[src/rtl/aes_word_counter_bank.sv]
`default_nettype none
// ============================================================================
//  Module   : aes_word_counter_bank
//  Purpose  : Per-stream accepted-beat counters with sticky overflow flags,
//             exposed through an Avalon-MM slave. Optional COUNT shadowing
//             is enabled with `define AES_CNT_SNAPSHOT_EN.
//  Revision : 1.0 - initial release
// ============================================================================
module aes_word_counter_bank #(
    parameter int                      NUM_CHANNELS = 3,
    parameter int                      COUNTER_SIZE = 8,
    parameter int                      ADDRESS_SIZE = 32,
    parameter int                      REG_SIZE     = 32,
    parameter logic [ADDRESS_SIZE-1:0] BASE_ADDR    = 'h1000,
    parameter bit                      SATURATE     = 1'b0
) (
    input  logic                    clk,
    input  logic                    rst_n,
    input  logic [NUM_CHANNELS-1:0] cnt_valid,
    input  logic [NUM_CHANNELS-1:0] cnt_ready,
    input  logic [ADDRESS_SIZE-1:0] avs_address,
    input  logic                    avs_read,
    input  logic                    avs_write,
    input  logic [REG_SIZE-1:0]     avs_writedata,
    output logic [REG_SIZE-1:0]     avs_readdata,
    output logic                    avs_readdatavalid,
    output logic                    avs_waitrequest,
    output logic [NUM_CHANNELS-1:0] cnt_overflow
);

    localparam logic [ADDRESS_SIZE-1:0] c_window_bytes = ADDRESS_SIZE'(4 * (NUM_CHANNELS + 2));
    localparam logic [4:0]              c_ctrl_idx     = 5'(NUM_CHANNELS);
    localparam logic [4:0]              c_ovf_idx      = 5'(NUM_CHANNELS + 1);

    logic [ADDRESS_SIZE-1:0]              w_offset;
    logic [4:0]                           w_idx;
    logic                                 w_hit;
    logic                                 w_wr_hit;
    logic                                 w_ctrl_wr;
    logic                                 w_ovf_wr;
    logic                                 w_clear;
    logic                                 r_freeze;
    logic [NUM_CHANNELS*COUNTER_SIZE-1:0] w_rd_cnt_flat;
    logic [NUM_CHANNELS-1:0]              w_ovf_vec;
    logic [REG_SIZE-1:0]                  w_rd_data;
    logic [REG_SIZE-1:0]                  r_readdata;
    logic                                 r_readdatavalid;
    logic                                 w_unused;

    // Window is NUM_CHANNELS COUNT words followed by CTRL and OVF.
    assign w_offset  = avs_address - BASE_ADDR;
    assign w_idx     = w_offset[6:2];
    assign w_hit     = (avs_address >= BASE_ADDR) && (w_offset < c_window_bytes) &&
                       (avs_address[1:0] == 2'b00);
    assign w_wr_hit  = avs_write && w_hit;
    assign w_ctrl_wr = w_wr_hit && (w_idx == c_ctrl_idx);
    assign w_ovf_wr  = w_wr_hit && (w_idx == c_ovf_idx);
    assign w_clear   = w_ctrl_wr && avs_writedata[0];
    assign w_unused  = ^avs_writedata;

`ifdef AES_CNT_SNAPSHOT_EN
    logic w_snap;
    assign w_snap = w_ctrl_wr && avs_writedata[2];
`endif

    always_ff @(posedge clk or negedge rst_n) begin
        if (!rst_n) begin
            r_freeze <= 1'b0;
        end else if (w_ctrl_wr) begin
            r_freeze <= avs_writedata[1];
        end
    end

    for (genvar i = 0; i < NUM_CHANNELS; i++) begin : g_ch
        localparam logic [4:0] c_ch_idx = 5'(i);

        logic [COUNTER_SIZE-1:0] r_cnt;
        logic [COUNTER_SIZE-1:0] w_cnt_nxt;
        logic                    r_ovf;
        logic                    w_wr_cnt;
        logic                    w_inc;
        logic                    w_at_max;
        logic                    w_ovf_clr;

        assign w_wr_cnt  = w_wr_hit && (w_idx == c_ch_idx);
        // A beat only counts when nothing higher-priority touches the counter.
        assign w_inc     = cnt_valid[i] && cnt_ready[i] && !r_freeze && !w_clear && !w_wr_cnt;
        assign w_at_max  = &r_cnt;
        assign w_ovf_clr = w_clear || (w_ovf_wr && avs_writedata[i]);

        always_comb begin
            w_cnt_nxt = r_cnt;
            if (w_clear) begin
                w_cnt_nxt = '0;
            end else if (w_wr_cnt) begin
                w_cnt_nxt = avs_writedata[COUNTER_SIZE-1:0];
            end else if (w_inc) begin
                if (!w_at_max) begin
                    w_cnt_nxt = r_cnt + COUNTER_SIZE'(1);
                end else if (!SATURATE) begin
                    w_cnt_nxt = '0;
                end
            end
        end

        always_ff @(posedge clk or negedge rst_n) begin
            if (!rst_n) begin
                r_cnt <= '0;
                r_ovf <= 1'b0;
            end else begin
                r_cnt <= w_cnt_nxt;
                // Set has priority over a coincident clear.
                r_ovf <= (w_inc && w_at_max) || (r_ovf && !w_ovf_clr);
            end
        end

`ifdef AES_CNT_SNAPSHOT_EN
        logic [COUNTER_SIZE-1:0] r_shadow;

        always_ff @(posedge clk or negedge rst_n) begin
            if (!rst_n) begin
                r_shadow <= '0;
            end else if (w_snap) begin
                r_shadow <= r_cnt;
            end
        end

        assign w_rd_cnt_flat[i*COUNTER_SIZE +: COUNTER_SIZE] = r_shadow;
`else
        assign w_rd_cnt_flat[i*COUNTER_SIZE +: COUNTER_SIZE] = r_cnt;
`endif
        assign w_ovf_vec[i] = r_ovf;
    end

    always_comb begin
        w_rd_data = '0;
        if (w_hit) begin
            if (w_idx == c_ctrl_idx) begin
                w_rd_data[1] = r_freeze;
            end else if (w_idx == c_ovf_idx) begin
                w_rd_data[NUM_CHANNELS-1:0] = w_ovf_vec;
            end else begin
                for (int k = 0; k < NUM_CHANNELS; k++) begin
                    if (int'(w_idx) == k) begin
                        w_rd_data[COUNTER_SIZE-1:0] = w_rd_cnt_flat[k*COUNTER_SIZE +: COUNTER_SIZE];
                    end
                end
            end
        end
    end

    // Read data is captured from pre-update state, so it reflects this cycle's
    // value even when a write or beat lands on the same edge.
    always_ff @(posedge clk or negedge rst_n) begin
        if (!rst_n) begin
            r_readdata      <= '0;
            r_readdatavalid <= 1'b0;
        end else begin
            r_readdatavalid <= avs_read;
            if (avs_read) begin
                r_readdata <= w_rd_data;
            end
        end
    end

    assign avs_readdata      = r_readdata;
    assign avs_readdatavalid = r_readdatavalid;
    assign avs_waitrequest   = 1'b0;
    assign cnt_overflow      = w_ovf_vec;

endmodule
`default_nettype wire

[config.mk]
export PLATFORM = sky130hd
export DESIGN_NAME = aes_word_counter_bank
export DESIGN_NICKNAME = d
export VERILOG_FILES = /design/src/rtl/aes_word_counter_bank.sv
export SDC_FILE = /design/constraint.sdc
export NUM_CORES = 1
export LEC_CHECK = 0
export CAP_MARGIN = 30
export CORE_UTILIZATION = 35
export DETAILED_ROUTE_END_ITERATION = 16
export PLACE_DENSITY = 0.68
export SETUP_SLACK_MARGIN = 0.5
export SLEW_MARGIN = 20
export SYNTH_ARGS = -nofsm -noshare
export SYNTH_HDL_FRONTEND = slang
export SYNTH_SLANG_ARGS = --single-unit
[constraint.sdc]
create_clock -name clk -period 2.5 [get_ports clk]
set_clock_uncertainty 0.05 [all_clocks]
set_input_delay 0.625 -clock clk [delete_from_list [all_inputs] [get_ports clk]]
set_output_delay 0.625 -clock clk [all_outputs]
set_load 0.05 [all_outputs]
==> results of run 1 <==
[synth_stat cells, types with 2 or more instances]
cell type and number:
sky130_fd_sc_hd__and2_1 5, sky130_fd_sc_hd__clkbuf_1 6, sky130_fd_sc_hd__o31ai_1 2, sky130_fd_sc_hd__nor4b_1 2, sky130_fd_sc_hd__and3_1 17, sky130_fd_sc_hd__dfrtp_1 37
sky130_fd_sc_hd__inv_1 11, sky130_fd_sc_hd__xor2_1 3, sky130_fd_sc_hd__and3b_1 3, sky130_fd_sc_hd__nand4_1 4, sky130_fd_sc_hd__nor3_1 17, sky130_fd_sc_hd__a41o_1 2
sky130_fd_sc_hd__nor4_1 4, sky130_fd_sc_hd__buf_2 3, sky130_fd_sc_hd__mux2i_1 24, sky130_fd_sc_hd__a21oi_1 16, sky130_fd_sc_hd__ha_1 3, sky130_fd_sc_hd__buf_6 2
sky130_fd_sc_hd__nand3b_1 4, sky130_fd_sc_hd__o21ai_0 11, sky130_fd_sc_hd__o2111ai_1 2, sky130_fd_sc_hd__nor2_1 38, sky130_fd_sc_hd__xnor2_1 6, sky130_fd_sc_hd__a31oi_1 6
sky130_fd_sc_hd__buf_1 3, sky130_fd_sc_hd__o21a_1 2, sky130_fd_sc_hd__o22ai_1 8, sky130_fd_sc_hd__nand2_1 32, sky130_fd_sc_hd__buf_4 29, sky130_fd_sc_hd__nand3_1 9
sky130_fd_sc_hd__a22oi_1 2
[placed cells by master (no fill, tap or decap), types with 4 or more instances in the layout]
cell type / netlist / layout
sky130_fd_sc_hd__dlygate4sd2_1: 0 / 12
sky130_fd_sc_hd__a21oi_1: 16 / 15
sky130_fd_sc_hd__buf_16: 0 / 4
sky130_fd_sc_hd__dlymetal6s2s_1: 0 / 12
sky130_fd_sc_hd__nor3_4: 0 / 7
sky130_fd_sc_hd__and2_1: 5 / 4
sky130_fd_sc_hd__and3_4: 0 / 4
sky130_fd_sc_hd__nor3_1: 17 / 8
sky130_fd_sc_hd__nand3b_1: 4 / 4
sky130_fd_sc_hd__a31oi_1: 6 / 5
sky130_fd_sc_hd__conb_1: 1 / 25
sky130_fd_sc_hd__nor2_1: 38 / 27
sky130_fd_sc_hd__o21ai_0: 11 / 11
sky130_fd_sc_hd__nor2_2: 0 / 8
sky130_fd_sc_hd__nor4_2: 0 / 4
sky130_fd_sc_hd__buf_12: 0 / 6
sky130_fd_sc_hd__buf_6: 2 / 13
sky130_fd_sc_hd__o22ai_1: 8 / 5
sky130_fd_sc_hd__nand4_1: 4 / 4
sky130_fd_sc_hd__inv_1: 11 / 11
sky130_fd_sc_hd__dfrtp_1: 37 / 37
sky130_fd_sc_hd__mux2i_1: 24 / 21
sky130_fd_sc_hd__nand3_1: 9 / 6
sky130_fd_sc_hd__nand2_1: 32 / 31
sky130_fd_sc_hd__xnor2_1: 6 / 6
sky130_fd_sc_hd__buf_4: 29 / 22
sky130_fd_sc_hd__clkdlybuf4s50_1: 0 / 29
sky130_fd_sc_hd__and3_1: 17 / 13
sky130_fd_sc_hd__clkbuf_8: 0 / 5
[registers in the layout, indices dropped and copies added, names as in the netlist]
name               flops
r_freeze               1
g_ch.r_ovf             3
g_ch.r_cnt            24
avs_readdata           8
avs_readdatavalid      1
[routing by layer]
metal / global-route usage, % / up-vias / part of all wire [%]
met4: 4.18 / 0 / 1.4
met3: 3.47 / 13 / 5.3
met1: 25.3 / 1311 / 41
met2: 36.6 / 75 / 52
li1: - / 1284 / -
met5: 0 / - / 0
[worst max-delay path: stages]
cell and delay (ps):
sky130_fd_sc_hd__buf_6 90, sky130_fd_sc_hd__or4_4 530, sky130_fd_sc_hd__buf_6 150, sky130_fd_sc_hd__nor3_4 200, sky130_fd_sc_hd__nor3_4 70, sky130_fd_sc_hd__buf_4 150
sky130_fd_sc_hd__buf_6 130, sky130_fd_sc_hd__nand3_4 130, sky130_fd_sc_hd__buf_16 150, sky130_fd_sc_hd__mux2i_1 210, sky130_fd_sc_hd__nor2_1 60
[kinds of logic after synthesis]
kind of cell	after synthesis	share of synthesized area [%]
other	1	0.140
and+or+nand+nor	145	27.4
AOI/OAI and AO/OA	53	12.0
xor gates and xnor gates	9	2.93
muxes	25	9.36
adders and majority gates	3	1.40
buffers and inverters	54	12.3
DFF	37	34.5
[power breakdown]
part | switching (W) | internal (W) | leakage, nW
clock network | 0.000206 | 0.000184 | 0.0399
logic | 0.000354 | 0.000348 | 1.46
registers | 0.000151 | 0.000702 | 0.468
total | 0.000712 | 0.00123 | 1.97
[final timing paths]
path                                        from               end  slack [ps]  cells after the start
worst max-delay path             avs_address[15]  g_ch[1].r_cnt[0]         140                     11
worst min-delay path             avs_readdata[3]   avs_readdata[3]         470                      2
worst max register to register  g_ch[1].r_cnt[0]  g_ch[1].r_cnt[3]         540                      7
worst min register to register   avs_readdata[3]   avs_readdata[3]         470                      2
max in group asynchronous                  rst_n  g_ch[0].r_cnt[0]        1340                      2
min in group asynchronous                  rst_n          r_freeze         710                      2
[metrics by stage]
step / hold WS [ps] / instances / util [%] / area (um2) / total power (W)
floorplan: 279 / 351 / - / 2810 / 0.00125
global placement: 465 / 489 / 46.7 / 3430 / 0.00140
detailed placement: 470 / 489 / 46.7 / 3430 / 0.00142
CTS: 478 / 510 / 52.3 / 3840 / 0.00185
global route: 499 / 516 / 55.9 / 4100 / 0.00207
finish: 474 / 516 / 55.9 / 4100 / 0.00195
[cell type report]
cell class / instances / share of cell area [%]
Timing Repair Buffer: 103 / 27.4
Inverter: 11 / 1.01
Clock inverter: 1 / 0.122
Tap cell: 99 / 3.02
Clock buffer: 5 / 1.68
Multi-Input combinational cell: 260 / 44.2
Sequential cell: 37 / 22.6
[what timing repair did]
item                                    CTS  global route
endpoints found under the setup margin   48            36
setup buffers                            10             6
gates cloned                              5             0
gates resized for setup                  78            49
pin swaps                                14            26
==> impl_metrics.yaml, run 1 <==
power_and_ir_drop:
  power.ir.vdd_worst_uv: 236
  power-per-cell-area_nw_per_um2: 474
  leakage_power_nw: 1.97
yosys:
  syn_avg_cell_area_um2: 8.22
  number_of_instances_in_the_synthesized_netlist: 327
  post_synth_main_area_contributors: "sky130_fd_sc_hd__dfrtp_1 34%, sky130_fd_sc_hd__mux2i_1 8.9%, sky130_fd_sc_hd__buf_4 8.1%"
  yosys_warnings: 0
  number_of_flops_mapped_to_enable_cells_by_yosys: 0
  yosysTopAreaCellShare_pct: 34.5
  postSynthRegisterBits: 37
  sequential_to_total_area_share_from_yosys_stat_pct: 34.5
  synth_top_flop_cell: "sky130_fd_sc_hd__dfrtp_1"
  synth_largest_area_cell: "sky130_fd_sc_hd__dfrtp_1"
  share_of_async_settable_or_async_resettable_flops_after_synthesis_pct: 100
  ys_types: 45
  post_synth_instance_area_um2: 2690
timing:
  finalCritPeriodShare_pct: 94.5
  max_slew.worst_pin.slew_ps: 606
  setup_violations: 0
  final-hold-violation-count: 0
  maxSlewViolCount: 0
  final.setup.worst_slack_ps: 137
  rsz0062_at_grt: "yes"
  setup-tns-final_ps: 0
  fmax_mhz: 423
  max-slew-margin-rel_pct: 59.3
  final.min_clock_period_ps: 2360
grt:
  wire_length_of_the_first_global_routing_pass_um: 12300
  grt_antenna_before_repair: 0
  global_route.usage.total_pct: 20.2
  global_route.overflow_total: 0
  grt_pass1_vias: 2513
  grt_start_max_net_pins: 38
placement:
  place_congestion: 0.858
  pre_cts_slack_ps: -490
  port_buffers: 61
  detailed_place_hpwl_um: 5270
layout:
  antenna_cells: 0
  filler_cells_inserted: 651
  area_growth_pct: 52.7
  final-seq-area_um2: 926
  fin_nets: 495
  area_occupied_by_multi_input_gates_um2: 1810
  ratio_of_cells_with_drive_above_1_in_the_final_layout_pct: 25.2
routing:
  detail_route.drc_violations: 0
  antenna_violating_nets_post_route: 0
  drt_wl_total_um: 7920
  routed_wire_length_per_instance_um: 15.4
  routed-via-count: 2683
  dr.first_iter.drc_count: 168
  firstDrtPassIters: 4
  avgViaCountPerCell: 5.20
die:
  starting_density_pct: 36.6
  rows: 31
  die_width_um: 89.6
  die_area_um2: 8030
  core_area_um2: 7330
  dieHeight_um: 89.6
  design.portCount: 111
worst_setup_path:
  critical_path.max_fanout: 6
  cp-start-kind: "primary input"
  timing.critical_path.to_type: "flip-flop"
  worst_path_class_setup: "primary input to flip-flop"
  critical_path_required_ps: 2620
  worstPathArrival_ps: 2490
clock_tree:
  root_buffer: "sky130_fd_sc_hd__clkbuf_8"
  tritoncts: "done"
  cts.htree.levels: 2
  cts.path.max_buffers: 2
  path_clk_slew_ps: 70
  tritoncts_num_sinks: 37
  cts.hold.buffers_added: 0
  cts-buffers-inserted: 5
  clkLatencyLatePin_ps: 290
hold_path:
  hp-class: "flip-flop to flip-flop"
outcome:
  status: "complete, no violations"
flow_run:
  number_of_max_capacitance_violations_reported: 0
(Power assumes the default switching activity.)
==> inputs of run 2 (changes only) <==
--- a/config.mk
+++ b/config.mk
@@ -7,6 +7,7 @@
 export LEC_CHECK = 0
 export CAP_MARGIN = 30
 export CORE_UTILIZATION = 35
+export CTS_CLUSTER_SIZE = 10
 export DETAILED_ROUTE_END_ITERATION = 16
 export PLACE_DENSITY = 0.68
 export SETUP_SLACK_MARGIN = 0.5
==> results of run 2 <==
Final layout, timing and power as in run 1 (identical DEF).
